$ cat src/rtl/pong_pkg.sv
// Shared encodings for the Pong screen controller: screens, icon rows, speeds and
// the single winning button command decoded from simultaneous edges.
package pong_pkg;

  typedef enum logic [1:0] {
    SCR_MENU    = 2'b00,
    SCR_GAME    = 2'b01,
    SCR_CREDITS = 2'b10,
    SCR_OPTIONS = 2'b11
  } screen_e;

  localparam logic [1:0] ICON_MENU_PLAY    = 2'd0;
  localparam logic [1:0] ICON_MENU_OPTIONS = 2'd1;
  localparam logic [1:0] ICON_MENU_CREDITS = 2'd2;
  localparam logic [1:0] ICON_OPT_SPEED    = 2'd0;
  localparam logic [1:0] ICON_OPT_BACK     = 2'd1;

  localparam logic [1:0] SPD_SLOW   = 2'b00;
  localparam logic [1:0] SPD_NORMAL = 2'b01;
  localparam logic [1:0] SPD_FAST   = 2'b10;

  typedef enum logic [2:0] {
    CmdNone,
    CmdBack,
    CmdSelect,
    CmdUp,
    CmdDown
  } cmd_e;

  function automatic logic [1:0] next_speed(input logic [1:0] spd);
    case (spd)
      SPD_SLOW:   return SPD_NORMAL;
      SPD_NORMAL: return SPD_FAST;
      default:    return SPD_SLOW;
    endcase
  endfunction

  // Edge vector order is {back, select, up, down}; up together with down cancels.
  function automatic cmd_e decode_cmd(input logic [3:0] rise);
    if (rise[3]) return CmdBack;
    if (rise[2]) return CmdSelect;
    if (rise[1] && rise[0]) return CmdNone;
    if (rise[1]) return CmdUp;
    if (rise[0]) return CmdDown;
    return CmdNone;
  endfunction

endpackage

$ cat src/rtl/pong_edge_det.sv
// Registers a vector of levels and flags rising edges (current 1, previous 0).
module pong_edge_det #(
  parameter int unsigned Width = 1
) (
  input  logic             clk_i,
  input  logic             rst_i,
  input  logic [Width-1:0] d_i,
  output logic [Width-1:0] rise_o
);

  logic [Width-1:0] cur_q;
  logic [Width-1:0] prev_q;

  always_ff @(posedge clk_i) begin
    if (rst_i) begin
      cur_q  <= '0;
      prev_q <= '0;
    end else begin
      cur_q  <= d_i;
      prev_q <= cur_q;
    end
  end

  assign rise_o = cur_q & ~prev_q;

endmodule

$ cat src/rtl/pong_screen_ctl.sv
// Screen sequencer for the Pong display path; screen changes commit on a vblank edge.
// Define PONG_SCREEN_IDLE_TIMEOUT_EN to return to MENU after IDLE_FRAMES without input.
module pong_screen_ctl
  import pong_pkg::*;
#(
  parameter int unsigned HOLD_FRAMES   = 120,
  parameter int unsigned IDLE_FRAMES   = 1800,
  parameter logic [1:0]  SPEED_DEFAULT = 2'b01
) (
  input  logic       pclk,
  input  logic       rst,
  input  logic       vblnk,
  input  logic       btn_up,
  input  logic       btn_down,
  input  logic       btn_select,
  input  logic       btn_back,
  input  logic       game_over,
  output logic [1:0] screen_mode,
  output logic [1:0] icon_highlighter,
  output logic [1:0] speed_selector,
  output logic       game_run,
  output logic       game_reset
);

  localparam int unsigned   HW       = $clog2(HOLD_FRAMES + 2);
  localparam logic [HW-1:0] HOLD_MAX = HW'(HOLD_FRAMES);

  logic [3:0] btn_rise;
  logic       vblnk_rise;
  cmd_e       cmd;

  pong_edge_det #(.Width(4)) u_btn_edge (
    .clk_i  (pclk),
    .rst_i  (rst),
    .d_i    ({btn_back, btn_select, btn_up, btn_down}),
    .rise_o (btn_rise)
  );

  pong_edge_det #(.Width(1)) u_vblnk_edge (
    .clk_i  (pclk),
    .rst_i  (rst),
    .d_i    (vblnk),
    .rise_o (vblnk_rise)
  );

  assign cmd = decode_cmd(btn_rise);

  screen_e       mode_q, mode_d, tgt_mode_q, tgt_mode_d;
  logic [1:0]    icon_q, icon_d, tgt_icon_q, tgt_icon_d, speed_q, speed_d;
  logic          pend_q, pend_d, hold_act_q, hold_act_d, game_reset_q, game_reset_d;
  logic [HW-1:0] hold_cnt_q, hold_cnt_d;

`ifdef PONG_SCREEN_IDLE_TIMEOUT_EN
  localparam int unsigned   IW       = $clog2(IDLE_FRAMES + 2);
  localparam logic [IW-1:0] IDLE_MAX = IW'(IDLE_FRAMES);
  logic [IW-1:0] idle_q, idle_d;

  always_ff @(posedge pclk) begin
    if (rst) idle_q <= '0;
    else     idle_q <= idle_d;
  end
`else
  logic unused_idle_cfg;
  assign unused_idle_cfg = ^IDLE_FRAMES;
`endif

  always_ff @(posedge pclk) begin
    if (rst) begin
      mode_q       <= SCR_MENU;
      icon_q       <= '0;
      speed_q      <= SPEED_DEFAULT;
      pend_q       <= 1'b0;
      tgt_mode_q   <= SCR_MENU;
      tgt_icon_q   <= '0;
      hold_act_q   <= 1'b0;
      hold_cnt_q   <= '0;
      game_reset_q <= 1'b0;
    end else begin
      mode_q       <= mode_d;
      icon_q       <= icon_d;
      speed_q      <= speed_d;
      pend_q       <= pend_d;
      tgt_mode_q   <= tgt_mode_d;
      tgt_icon_q   <= tgt_icon_d;
      hold_act_q   <= hold_act_d;
      hold_cnt_q   <= hold_cnt_d;
      game_reset_q <= game_reset_d;
    end
  end

  always_comb begin
    mode_d       = mode_q;
    icon_d       = icon_q;
    speed_d      = speed_q;
    pend_d       = pend_q;
    tgt_mode_d   = tgt_mode_q;
    tgt_icon_d   = tgt_icon_q;
    hold_act_d   = hold_act_q;
    hold_cnt_d   = hold_cnt_q;
    game_reset_d = 1'b0;

    if (pend_q) begin
      // Buttons are ignored while a change waits for the next frame boundary.
      if (vblnk_rise) begin
        mode_d       = tgt_mode_q;
        icon_d       = tgt_icon_q;
        pend_d       = 1'b0;
        hold_act_d   = 1'b0;
        hold_cnt_d   = '0;
        game_reset_d = (tgt_mode_q == SCR_GAME);
      end
    end else begin
      unique case (mode_q)
        SCR_MENU: begin
          case (cmd)
            CmdDown: icon_d = (icon_q == ICON_MENU_CREDITS) ? ICON_MENU_PLAY : icon_q + 2'd1;
            CmdUp:   icon_d = (icon_q == ICON_MENU_PLAY) ? ICON_MENU_CREDITS : icon_q - 2'd1;
            CmdSelect: begin
              pend_d     = 1'b1;
              tgt_icon_d = '0;
              if (icon_q == ICON_MENU_PLAY)         tgt_mode_d = SCR_GAME;
              else if (icon_q == ICON_MENU_OPTIONS) tgt_mode_d = SCR_OPTIONS;
              else                                  tgt_mode_d = SCR_CREDITS;
            end
            default: ;
          endcase
        end
        SCR_OPTIONS: begin
          case (cmd)
            CmdUp, CmdDown: icon_d = (icon_q == ICON_OPT_SPEED) ? ICON_OPT_BACK : ICON_OPT_SPEED;
            CmdSelect, CmdBack: begin
              if (cmd == CmdSelect && icon_q == ICON_OPT_SPEED) begin
                speed_d = next_speed(speed_q);
              end else begin
                pend_d     = 1'b1;
                tgt_mode_d = SCR_MENU;
                tgt_icon_d = ICON_MENU_OPTIONS;
              end
            end
            default: ;
          endcase
        end
        SCR_CREDITS: begin
          if (cmd == CmdSelect || cmd == CmdBack) begin
            pend_d     = 1'b1;
            tgt_mode_d = SCR_MENU;
            tgt_icon_d = ICON_MENU_CREDITS;
          end
        end
        SCR_GAME: begin
          if (cmd == CmdBack || (hold_act_q && hold_cnt_q == HOLD_MAX)) begin
            pend_d     = 1'b1;
            tgt_mode_d = SCR_MENU;
            tgt_icon_d = ICON_MENU_PLAY;
          end
          if (hold_act_q) begin
            if (vblnk_rise && hold_cnt_q != HOLD_MAX) hold_cnt_d = hold_cnt_q + HW'(1);
          end else if (game_over) begin
            hold_act_d = 1'b1;
            hold_cnt_d = '0;
          end
        end
      endcase
    end

`ifdef PONG_SCREEN_IDLE_TIMEOUT_EN
    idle_d = idle_q;
    if (|btn_rise || (pend_q && vblnk_rise)) begin
      idle_d = '0;
    end else if (idle_q == IDLE_MAX) begin
      idle_d = '0;
      if (mode_q == SCR_MENU) begin
        icon_d = ICON_MENU_PLAY;
      end else if (mode_q != SCR_GAME && !pend_q) begin
        pend_d     = 1'b1;
        tgt_mode_d = SCR_MENU;
        tgt_icon_d = ICON_MENU_PLAY;
      end
    end else if (mode_q != SCR_GAME && vblnk_rise) begin
      idle_d = idle_q + IW'(1);
    end
`endif
  end

  always_comb begin
    screen_mode      = mode_q;
    icon_highlighter = icon_q;
    speed_selector   = speed_q;
    game_reset       = game_reset_q;
    game_run         = (mode_q == SCR_GAME) && !pend_q && !hold_act_q;
  end

endmodule

$ cat config.mk
export PLATFORM = sky130hd
export DESIGN_NAME = pong_screen_ctl
export DESIGN_NICKNAME = d
export VERILOG_FILES = /design/src/rtl/pong_pkg.sv /design/src/rtl/pong_edge_det.sv /design/src/rtl/pong_screen_ctl.sv
export SDC_FILE = /design/constraint.sdc
export NUM_CORES = 1
export LEC_CHECK = 0
export ABC_AREA = 1
export BUFFER_PORTS_ARGS = -buffer_cell sky130_fd_sc_hd__buf_4
export CAP_MARGIN = 15
export CORE_MARGIN = 5
export CORE_UTILIZATION = 40
export DETAILED_ROUTE_END_ITERATION = 10
export PLACE_DENSITY = 0.64
export SYNTH_ARGS = -nofsm -noshare
export SYNTH_HDL_FRONTEND = slang
export SYNTH_SLANG_ARGS = --single-unit
$ cat constraint.sdc
create_clock -name pclk -period 2.17 [get_ports pclk]
set_input_delay 0.5425 -clock pclk [delete_from_list [all_inputs] [get_ports pclk]]
set_output_delay 0.5425 -clock pclk [all_outputs]
set_load 0.005 [all_outputs]
# Word-level counts from Yosys, hierarchy flattened
# Cells that the tools add are included.
dict set report word_totals {
  reg_bits 30
  in_bits 8
  output_inout_bits 8
  word_cells 135
}
dict set report classes {
  n_addsub 3
  eq_ne 22
  n_mux 66
  bitwise_logic 6
  reduce_logical 25
}
# cell count
set ops {}
lappend ops {{two-way mux 7 bit} 6}
lappend ops {{two-way mux 2 bit} 15}
lappend ops {{two-way mux 3 bit} 10}
lappend ops {{two-way mux 1 bit} 29}
lappend ops {{case mux 2 bit (4 select lines)} 2}
lappend ops {{!= test 2 bit (second input constant)} 6}
lappend ops {{case mux 2 bit (2 select lines)} 3}
lappend ops {{AND reduction 4 bit} 3}
lappend ops {{equality test 2 x 1 -> 1 bit (second input constant)} 4}
lappend ops {{adder 7 x 1 -> 7 bit (second input constant)} 1}
lappend ops {{equality test 7 bit (second input constant)} 1}
lappend ops {{!= test 7 bit (second input constant)} 1}
lappend ops {{equality test 2 bit (second input constant)} 3}
lappend ops {{equality test 3 x 2 -> 1 bit (second input constant)} 2}
lappend ops {{logical AND 1 bit} 6}
lappend ops {{zero test 2 bit} 3}
lappend ops {{!= test 3 x 2 -> 1 bit (second input constant)} 2}
lappend ops {{AND reduction 6 bit} 1}
lappend ops {{nonzero test 3 bit} 2}
lappend ops {{AND 4 bit} 1}
lappend ops {{!= test 4 bit (second input constant)} 1}
lappend ops {{NOT 4 bit} 1}
lappend ops {{case mux 1 bit (4 select lines)} 1}
lappend ops {{AND reduction 2 bit} 2}
lappend ops {{other kinds (11)} 16}

# Logic depth before layout (Yosys ltp)
# Gate-level depths: netlist of run 1.
dict set report logic_depth {
  ltp_word 24
  ltp_mapped 11
  depth_no_buf 11
}

# Hierarchy
# From an unflattened synthesis of run 1, not the netlist that was laid out.
dict set report unflattened {
  cells_unflattened 215
  area_unflattened_um2 1526.5
}
# module n_inst cells_each area_each_um2 seq_area_each_um2
set modules_own_cells {}
lappend modules_own_cells {pong_screen_ctl 1 179 1201.2 400.4}
lappend modules_own_cells {{pong_edge_det at u_btn_edge} 1 29 266.5 160.2}
lappend modules_own_cells {{pong_edge_det at u_vblnk_edge} 1 7 58.8 40.0}

# Worst setup path before layout of run 1
# No wires, ideal clock.
dict set report synth_path {
  path_type {register to register}
  startpoint {register icon_q[0], in the netlist icon_highlighter[0]}
  endpoint {register tgt_mode_q[0]}
  setup_ns 0.118
  t_arrival_ns 1.195
  t_required_ns 2.052
  setup_slack_ns 0.857
  path_stages_with_launch 9
  n_path_buf 0
  period_less_slack_ns 1.313
  path_cell_list {dfxtp_1 > inv_1 > ha_1 > nand2_4 > nor2_4 > nor2_4 > nand3_4 > nand3_1 > o21ai_1}
}
dict set report synth_via {
  elab_chain_cells 5
  elab_cells_between_ends 9
  classes_between {eq/ne (2); mux (4); reduce/logical (3)}
}
# item line
set synth_rtl {}
lappend synth_rtl {{start, declared} pong_screen_ctl.sv:49} ;# logic [1:0] icon_q, icon_d, tgt_icon_q, tgt_icon_d, speed_q, speed_d;
lappend synth_rtl {{start signal, assigned} pong_screen_ctl.sv:80} ;# icon_q <= icon_d;
lappend synth_rtl {{equality test 2 x 1 -> 1 bit} pong_screen_ctl.sv:122} ;# else if (icon_q == ICON_MENU_OPTIONS) tgt_mode_d = SCR_OPTIONS;
lappend synth_rtl {{two-way mux 1 bit} pong_screen_ctl.sv:122}
lappend synth_rtl {{two-way mux 2 bit} pong_screen_ctl.sv:121} ;# if (icon_q == ICON_MENU_PLAY) tgt_mode_d = SCR_GAME;
lappend synth_rtl {{two-way mux 2 bit} pong_screen_ctl.sv:115} ;# case (cmd)
lappend synth_rtl {{case mux 2 bit (4 select lines)} pong_screen_ctl.sv:113} ;# unique case (mode_q)
lappend synth_rtl {{end signal, assigned} pong_screen_ctl.sv:83} ;# tgt_mode_q <= tgt_mode_d;
lappend synth_rtl {{end, declared} pong_screen_ctl.sv:48} ;# screen_e mode_q, mode_d, tgt_mode_q, tgt_mode_d;
# Parallel ways exist; a longest one is shown, timed or not. The select of a mux whose other input is x is not followed.
# A chain may end at the register's enable or synchronous reset.

# Final worst setup path of run 1
dict set report layout_path {
  startpoint {register pend_q}
  endpoint {output game_run}
}
dict set report layout_via {
  elab_chain_cells 3
}
# item line
set layout_rtl {}
lappend layout_rtl {{start, declared} pong_screen_ctl.sv:50} ;# logic pend_q, pend_d, hold_act_q, hold_act_d, game_reset_q, game_reset_d;
lappend layout_rtl {{start signal, assigned} pong_screen_ctl.sv:82} ;# pend_q <= pend_d;
lappend layout_rtl {{zero test 1 bit} pong_screen_ctl.sv:190} ;# game_run = (mode_q == SCR_GAME) && !pend_q && !hold_act_q;
lappend layout_rtl {{logical AND 1 bit (2 in series)} pong_screen_ctl.sv:190}
lappend layout_rtl {{end, declared} pong_screen_ctl.sv:21} ;# output logic game_run,
# No other way between the ends.

==> results of run 1 <==
## power by group through the flow
stage / Combinational (mW) / Clock, mW / Sequential [mW]
3_3_place_gp: 0.208 / 0 / 0.615
2_1_floorplan: 0.165 / 0 / 0.605
6_report: 0.207 / 0.459 / 0.603
4_1_cts: 0.209 / 0.469 / 0.603
3_5_place_dp: 0.208 / 0 / 0.615
5_1_grt: 0.239 / 0.498 / 0.607
## stage by stage
step	setup WS, ns	cells	utilization [%]	hold slack, ns
after floorplan	0.8574	238	-	0.4031
after global placement	0.6650	299	45.00	0.4113
after detailed placement	0.6562	299	45.00	0.4202
after CTS	0.3510	307	47.27	0.4292
after global routing	0.2652	307	47.27	0.4390
final	0.3710	307	47.27	0.4250
## cell families after synthesis
| group | count (synthesis) |
|---|---|
| adders and majority gates | 6 |
| buffers and inverters | 44 |
| AOI/OAI and AO/OA | 22 |
| and+or+nand+nor | 136 |
| DFF | 30 |
## cell usage in the layout (no fill, tap or decap)
cell,netlist,final
or2_2,2,2
a31oi_2,1,1
nand4_1,3,3
nand2_2,6,6
a211oi_1,1,1
a21oi_2,5,5
dfxtp_1,30,30
o21ai_1,3,3
clkinv_2,0,1
a211oi_2,1,1
o21ai_0,2,2
inv_6,1,1
nand3b_1,1,1
nor3_4,1,1
o211ai_1,1,1
nand3_1,18,18
clkbuf_1,2,1
nand2_4,4,4
nor2_2,1,1
nor2_1,39,39
buf_4,1,16
nor3_1,2,2
clkbuf_8,0,6
nand2_1,55,55
nand3_4,2,2
inv_1,35,35
ha_1,6,6
a21oi_1,8,8
nor2_4,2,2
inv_2,3,3
## worst max path at each step
stage	from	to	slack, ns
after floorplan	icon_highlighter[0]	tgt_mode_q[0]	0.86
after global placement	pend_q	game_run	0.67
after detailed placement	pend_q	game_run	0.66
after CTS	pend_q	game_run	0.35
after global routing	pend_q	game_run	0.27
final	pend_q	game_run	0.37
## layer usage
layer	wire length, um	GRT usage (%)
met5	0	0
met4	44	4.348
met3	166	4.054
met2	1376	21.17
met1	1587	16.93
## final cells by class
type                    count  area (sq um)  area share, %
repair buffers             16         120.1          6.307
clock inverters             1         5.005         0.2628
clock buffers               7         86.33          4.533
flip-flops and latches     30         600.6          31.54
well taps                  50         62.56          3.285
multi-input cells         164         878.3          46.12
inverters                  39         151.4          7.950
## worst register-to-register path, delay by kind of cell (launching register included)
family          cells  cell delay (ns)
flops               1             0.56
simple gates        3             0.34
buf+inv             2             0.27
compound gates      2             0.27
## state kept, by name, indices dropped and copies added, names as in the netlist, 2 cells and up
name               count
hold_cnt_q             7
u_btn_edge.cur_q       4
u_btn_edge.prev_q      4
icon_highlighter       2
screen_mode            2
speed_selector         2
tgt_icon_q             2
tgt_mode_q             2
==> results.txt, run 1 <==
The flow ran to the end, and the final reports show no timing, DRC or antenna violations. The post-synthesis xor/xnor area fraction is 0%. The number of synthesized flops with an enable pin came out at 0. The share of cell area taken by muxes after synthesis is 0%. The worst-path maximum fanout is 9. The post-route fraction of the period consumed by the critical path came out at 82.91%.

The average via count per standard cell is 4.609. Summing the areas of all fa, ha and maj instances in the mapped netlist gives 4.501% of the synthesized area. The instance area at placement came out at 1813 sq um.

The post-route DRC violation count came out at 0. Dividing the detail-routed wire length by the instance count gives 10.34 um. The finished cells cover 1904 sq um.

The maximum operating frequency came out at 555.9 MHz. By area the synthesized netlist is led by dfxtp_1 36%, nand2_1 12%, nor2_1 8.8%. The cell-internal power came out at 0.9140 mW.

The area of the mapped netlist came out at 1668 sq um. The number of nets handed over by synthesis was 252. Synthesis produced a netlist whose cell count is 238.

At the worst endpoint, the arrival time is 1.26 ns. Measured in cells, the most critical reg-to-reg path has a length of 7. Routability-driven placement finished with a final weighted congestion of 0.8558. Counting along the longest clock path gives a buffer depth of 2. Clock tree synthesis found a total of 30 sinks. The relative contribution of combinational cells to total power came out at 16.3%. The number of buffers inserted by hold repair at cts came out at 0. The simple-gate share of the synthesized area came out at 39.23%. STA classifies the critical path endpoint as an output port. The endpoint of the lowest-slack register-to-register path is hold_cnt_q[6]. The number of I/O port buffers came out at 15.

Setup repair after global routing left no endpoint under its margin. The transition time at the pin with the least slew margin came out at 0.4023 ns. The clock-pin slew on the worst setup and hold paths came out at 0.06 ns.

The number of nets with antenna violations after routing came out at 0. The sequential share of power is 47.5%. Sorting the synthesized cells by how often they occur yields 55 x nand2_1, 39 x nor2_1, 35 x inv_1, 30 x dfxtp_1, 18 x nand3_1. The async set or reset register ratio after synthesis came out at 0%. Once the floorplan was initialized, standard cells occupied 41.40% of the core. The final layout contains routed wiring with a total length of 3.174 mm. The worst min-delay path endpoint is u_btn_edge.prev_q[3]. Among all flip-flop cells after synthesis, the most frequent one is dfxtp_1. The smallest clock period supported by the final layout is computed as 1.799 ns. Dividing the synthesized area by the synthesized cell count gives 7.008 sq um.

The synthesized design spends more area on one cell type than any other, namely dfxtp_1. The synthesis-stage register bit count is 30. The family of cells with the greatest summed delay on the critical path is flip-flops. The main combinational cell family by area after synthesis is simple AND/OR/NAND/NOR gates. The area share of the leading cell type in the synthesized netlist came out at 36.01%.

The total net switching power is 0.3542 mW. The switching share of total power came out at 27.93%. The worst setup path is launched from a flip-flop. The number of post-CTS setup repair buffers came out at 0.

The number of gates resized after cts came out at 0. The area added between synthesis and finish is 14.18%. The number of optimization iterations in the first detailed-route pass came out at 4. The initial antenna violation count is 0.

The die is 74.57 um wide. The area fraction in compound gates after synthesis is 8.927%. The final setup skew is 0.004155 ns.

The die footprint is 5561 sq um. Summing the sequential cell areas from Yosys gives 36.01% of the chip area. The total area inside the core boundary comes to 4029 sq um.

The final hold violation count came out at 0. The number of buffers and inverters on the critical path is 2. The worst hold path begins at u_btn_edge.cur_q[3]. The total of endpoints with negative setup slack in the final report is 0. The count of antenna diodes in the layout is 0. The total CTS buffers came out at 5.

The total vias in the final route is 1415. The stage delay of the slowest cell on the critical path is 0.56 ns. The total global-route track usage is 13.21%. The number of maximum-capacitance constraint violations is 0. The critical path goes through inv_6 -> nand2_2 -> nor2_1 -> buf_4.

The via count of the first global-routing pass is 1343. 16 I/O pins were placed. The relative slew slack came out at 73.14%. TritonCTS built the clock tree.

Entering global routing, the biggest net connects 23 pins. The worst IR drop on VDD came out at 0.4564 mV. For this design the ratio of total power to cell area is 666.0 nW/um^2. The class of the most critical hold timing path is reg -> reg.

The number of cells on the worst hold path came out at 2. The leading cell type by number of instances after synthesis is nand2_1. CTS placed an instance of clkbuf_8 at the clock tree root. The filler cell count in the final layout is 425. The worst-case register-to-register setup slack is 0.67 ns. The die span in y is 74.57 um. The total overflow reported by the global router is 0.

For this design, the slowest cell found on the critical path is dfxtp_1. The critical path start-end classification is reg -> out. The final layout contains 270 nets.

In this run the number of H-tree levels came out at 2. The cell row count came out at 23. The final setup TNS came out at 0 ns. The first global-routing pass estimated 5.637 mm of wire.

The path length in cells of the critical path is 4. The power share of the clock group is 36.2%. At the worst endpoint, the required time is 1.63 ns. The number of different library cells used by synthesis comes to 29. The reported leakage power came out at 0.8493 nW. The detailed placement HPWL came out at 2.432 mm. The launching point of the worst reg2reg path is pend_q.

The clock insertion delay at the later pin of the skew report is 0.28 ns. The count of synthesis-stage warnings from yosys is 0. The share of cells above drive strength 1 is 20.23%.

The first-iteration detailed-routing DRC count is 63. The overall power after layout came out at 1.268 mW. The number of pins with negative max-slew slack in the final report came to 0.
Power figures use the tool's default switching activity.
==> run 2, diff against run 1 <==
Settings changed: PLACE_DENSITY 0.64 to 0.66.
Clock period 2.17 ns to 1.6 ns, I/O delays scaled along.
==> run 2 against run 1 <==
Effect of this change: count of clock-buffer cells in the layout shrank 2; combinational power up 44%; final cell count up 2.3%; largest cell class unchanged; sequential cell count is the same.
==> results.txt, run 2 (synthesized netlist as in run 1, its figures left out) <==
The worst-path maximum fanout is 4. During placement, the flow inserted port buffers numbering 15. Measured along the x axis, the die boundary spans 74.57 um. The setup slack of the critical path after layout came out at 0.07997 ns. The first global-routing pass estimated 5.423 mm of wire. In this run the worst setup path begins at screen_mode[0].

The H-tree generated during clock tree synthesis spans 2 levels. In the global route stage, overall resource usage came out at 12.80%. The via count of the first global-routing pass came to 1283. The share of cells above drive strength 1 is 23.86%. The final net count is 277. The overall power after layout is 1.852 mW. The total number of clock tree sinks is 30. VDD sags by at most 0.4574 mV. The root buffer cell chosen for the clock tree is clkbuf_8. The reported leakage power came out at 0.8960 nW. The register bank with the most flops is hold_cnt_q. Setup repair after global routing left no endpoint under its margin. The die is 74.57 um tall. The critical hold path startpoint is btn_up. The HPWL after detailed placement is 2.353 mm. The final core area utilization is 49.07%. The total vias in the final route is 1420. The floorplan step defined a die boundary enclosing 5561 sq um. In this run the deepest clock path goes through 2 buffers.

The clock-pin slew on the worst setup and hold paths came out at 0.07 ns. The total overflow reported by the global router came out at 0. Entering global routing, the biggest net connects 22 pins. The filler cell count in the final layout came out at 423.

The count of antenna diodes in the layout is 0. In the final layout, the registers with the most flip-flops are hold_cnt_q: 7 flops, u_btn_edge.cur_q: 4 flops, u_btn_edge.prev_q: 4 flops. The area growth from synthesis to layout is 18.53%. The number of nets with antenna violations after routing is 0. The data arrival time of the critical path came out at 1.12 ns.

The clock insertion delay at the later pin of the skew report is 0.28 ns. The data required time at the worst endpoint is 1.20 ns. The I/O pin total came out at 16. The register with the most flip-flops in the layout has 7 of them. The relative slew slack came out at 78.08%.

The average via count per standard cell is 4.522. The critical path startpoint category is a flip-flop. The most frequent standard cell in the layout excluding fill and tap cells is nand2_1.

TritonCTS built the clock tree. The initial antenna violation count was 0. The flow ran to the end, and the final reports show no timing, DRC or antenna violations. The tool flagged a number of max-cap violations equal to 0. Prior to clock tree synthesis, the placed netlist has a worst setup slack of 0.1879 ns. The final hold violation count came to 0. The min-delay analysis places its worst path in the category in -> reg. The post-route DRC violation count came out at 0. Clock tree synthesis inserted a total of 5 buffers. After detailed routing, the average wire length per cell comes to 10.08 um. The worst setup path is of the reg -> out kind.

The number of pins with negative max-slew slack in the final report came out at 0. The power density of the placed cells came out at 937.0 nW/um^2. The type of destination of the critical path is an output port. The smallest hold slack is 0.3148 ns. The area of the core region came out at 4029 sq um. Setup violations remaining at the end of the flow were counted as 0. The transition time at the pin with the least slew margin came out at 0.3285 ns.

The first-iteration detailed-routing DRC count came out at 100. In the layout the commonest cells are 55 x nand2_1, 39 x nor2_1, 34 x inv_1. The final setup skew came out at 0.008233 ns. After detailed routing, the total wire length is 3.166 mm. The congestion estimate from routability-driven global placement came to 0.8733.

The startpoint identified for the worst register-to-register timing path is icon_highlighter[0]. The number of optimization iterations in the first detailed-route pass is 4. The final setup TNS came out at 0 ns. The post-route fraction of the period consumed by the critical path is 95.00%. After floorplanning, the core was divided into 23 placement rows. Once the floorplan was initialized, standard cells occupied 41.40% of the core. The minimum clock period is 1.520 ns. Static timing analysis puts the maximum clock frequency at 657.9 MHz.
==> run 2: changes by cell type in the layout (fill, tap and decap cells not counted), sizes merged <==
cell and change:
bufinv +1, clkinv +1, clkbuf -2, buf +7
==> run 2: final cells by class <==
cell class | count | area (sq um) | share of cell area (%)
clock inverters | 3 | 40.04 | 2.025
inverters | 39 | 151.4 | 7.658
multi-input cells | 164 | 878.3 | 44.43
flip-flops and latches | 30 | 603.1 | 30.51
clock buffers | 5 | 68.82 | 3.481
well taps | 50 | 62.56 | 3.165
repair buffers | 23 | 172.7 | 8.734
==> run 2: path summary, 6_finish.rpt <==
kind | end | slack, ns | cells past startpoint
worst max-delay path | game_run | 0.08 | 5
worst min-delay path | u_btn_edge.cur_q[1] | 0.31 | 3
worst max register to register | tgt_mode_q[0] | 0.16 | 8
worst min register to register | u_btn_edge.prev_q[3] | 0.42 | 2
==> run 2: power breakdown <==
| group | total [mW] | internal, mW | switching (mW) |
|---|---|---|---|
| clock network | 0.740 | 0.457 | 0.283 |
| logic | 0.298 | 0.120 | 0.178 |
| registers | 0.814 | 0.783 | 0.0310 |
| total | 1.85 | 1.36 | 0.492 |
==> run 2: layer usage <==
layer	part of all wire, %	global-route usage, %	vias to the layer above
met5	0	0	-
met3	4.0	3.784	6
met4	1.9	5.336	0
li1	-	-	785
met1	48	15.32	613
met2	46	21.37	16
==> run 2: worst max-delay path, cell delays in order, from the launching register on <==
cell and delay [ns]:
dfxtp_2 0.34, inv_2 0.06, nor2_2 0.13, nand2_2 0.10, nor2_1 0.10, buf_4 0.11
==> run 2: through the flow <==
step / instances / cell area [sq um]
2_1_floorplan: 238 / 1668
3_3_place_gp: 303 / 1843
3_5_place_dp: 303 / 1843
4_1_cts: 311 / 1953
5_1_grt: 314 / 1977
6_report: 314 / 1977
==> run 2: what timing repair did <==
item	CTS	global route
resized for setup	1	2
setup buffers	0	3
cloned	0	0
pin swaps	0	1
endpoints found under the setup margin	1	1
hold buffers	0	0
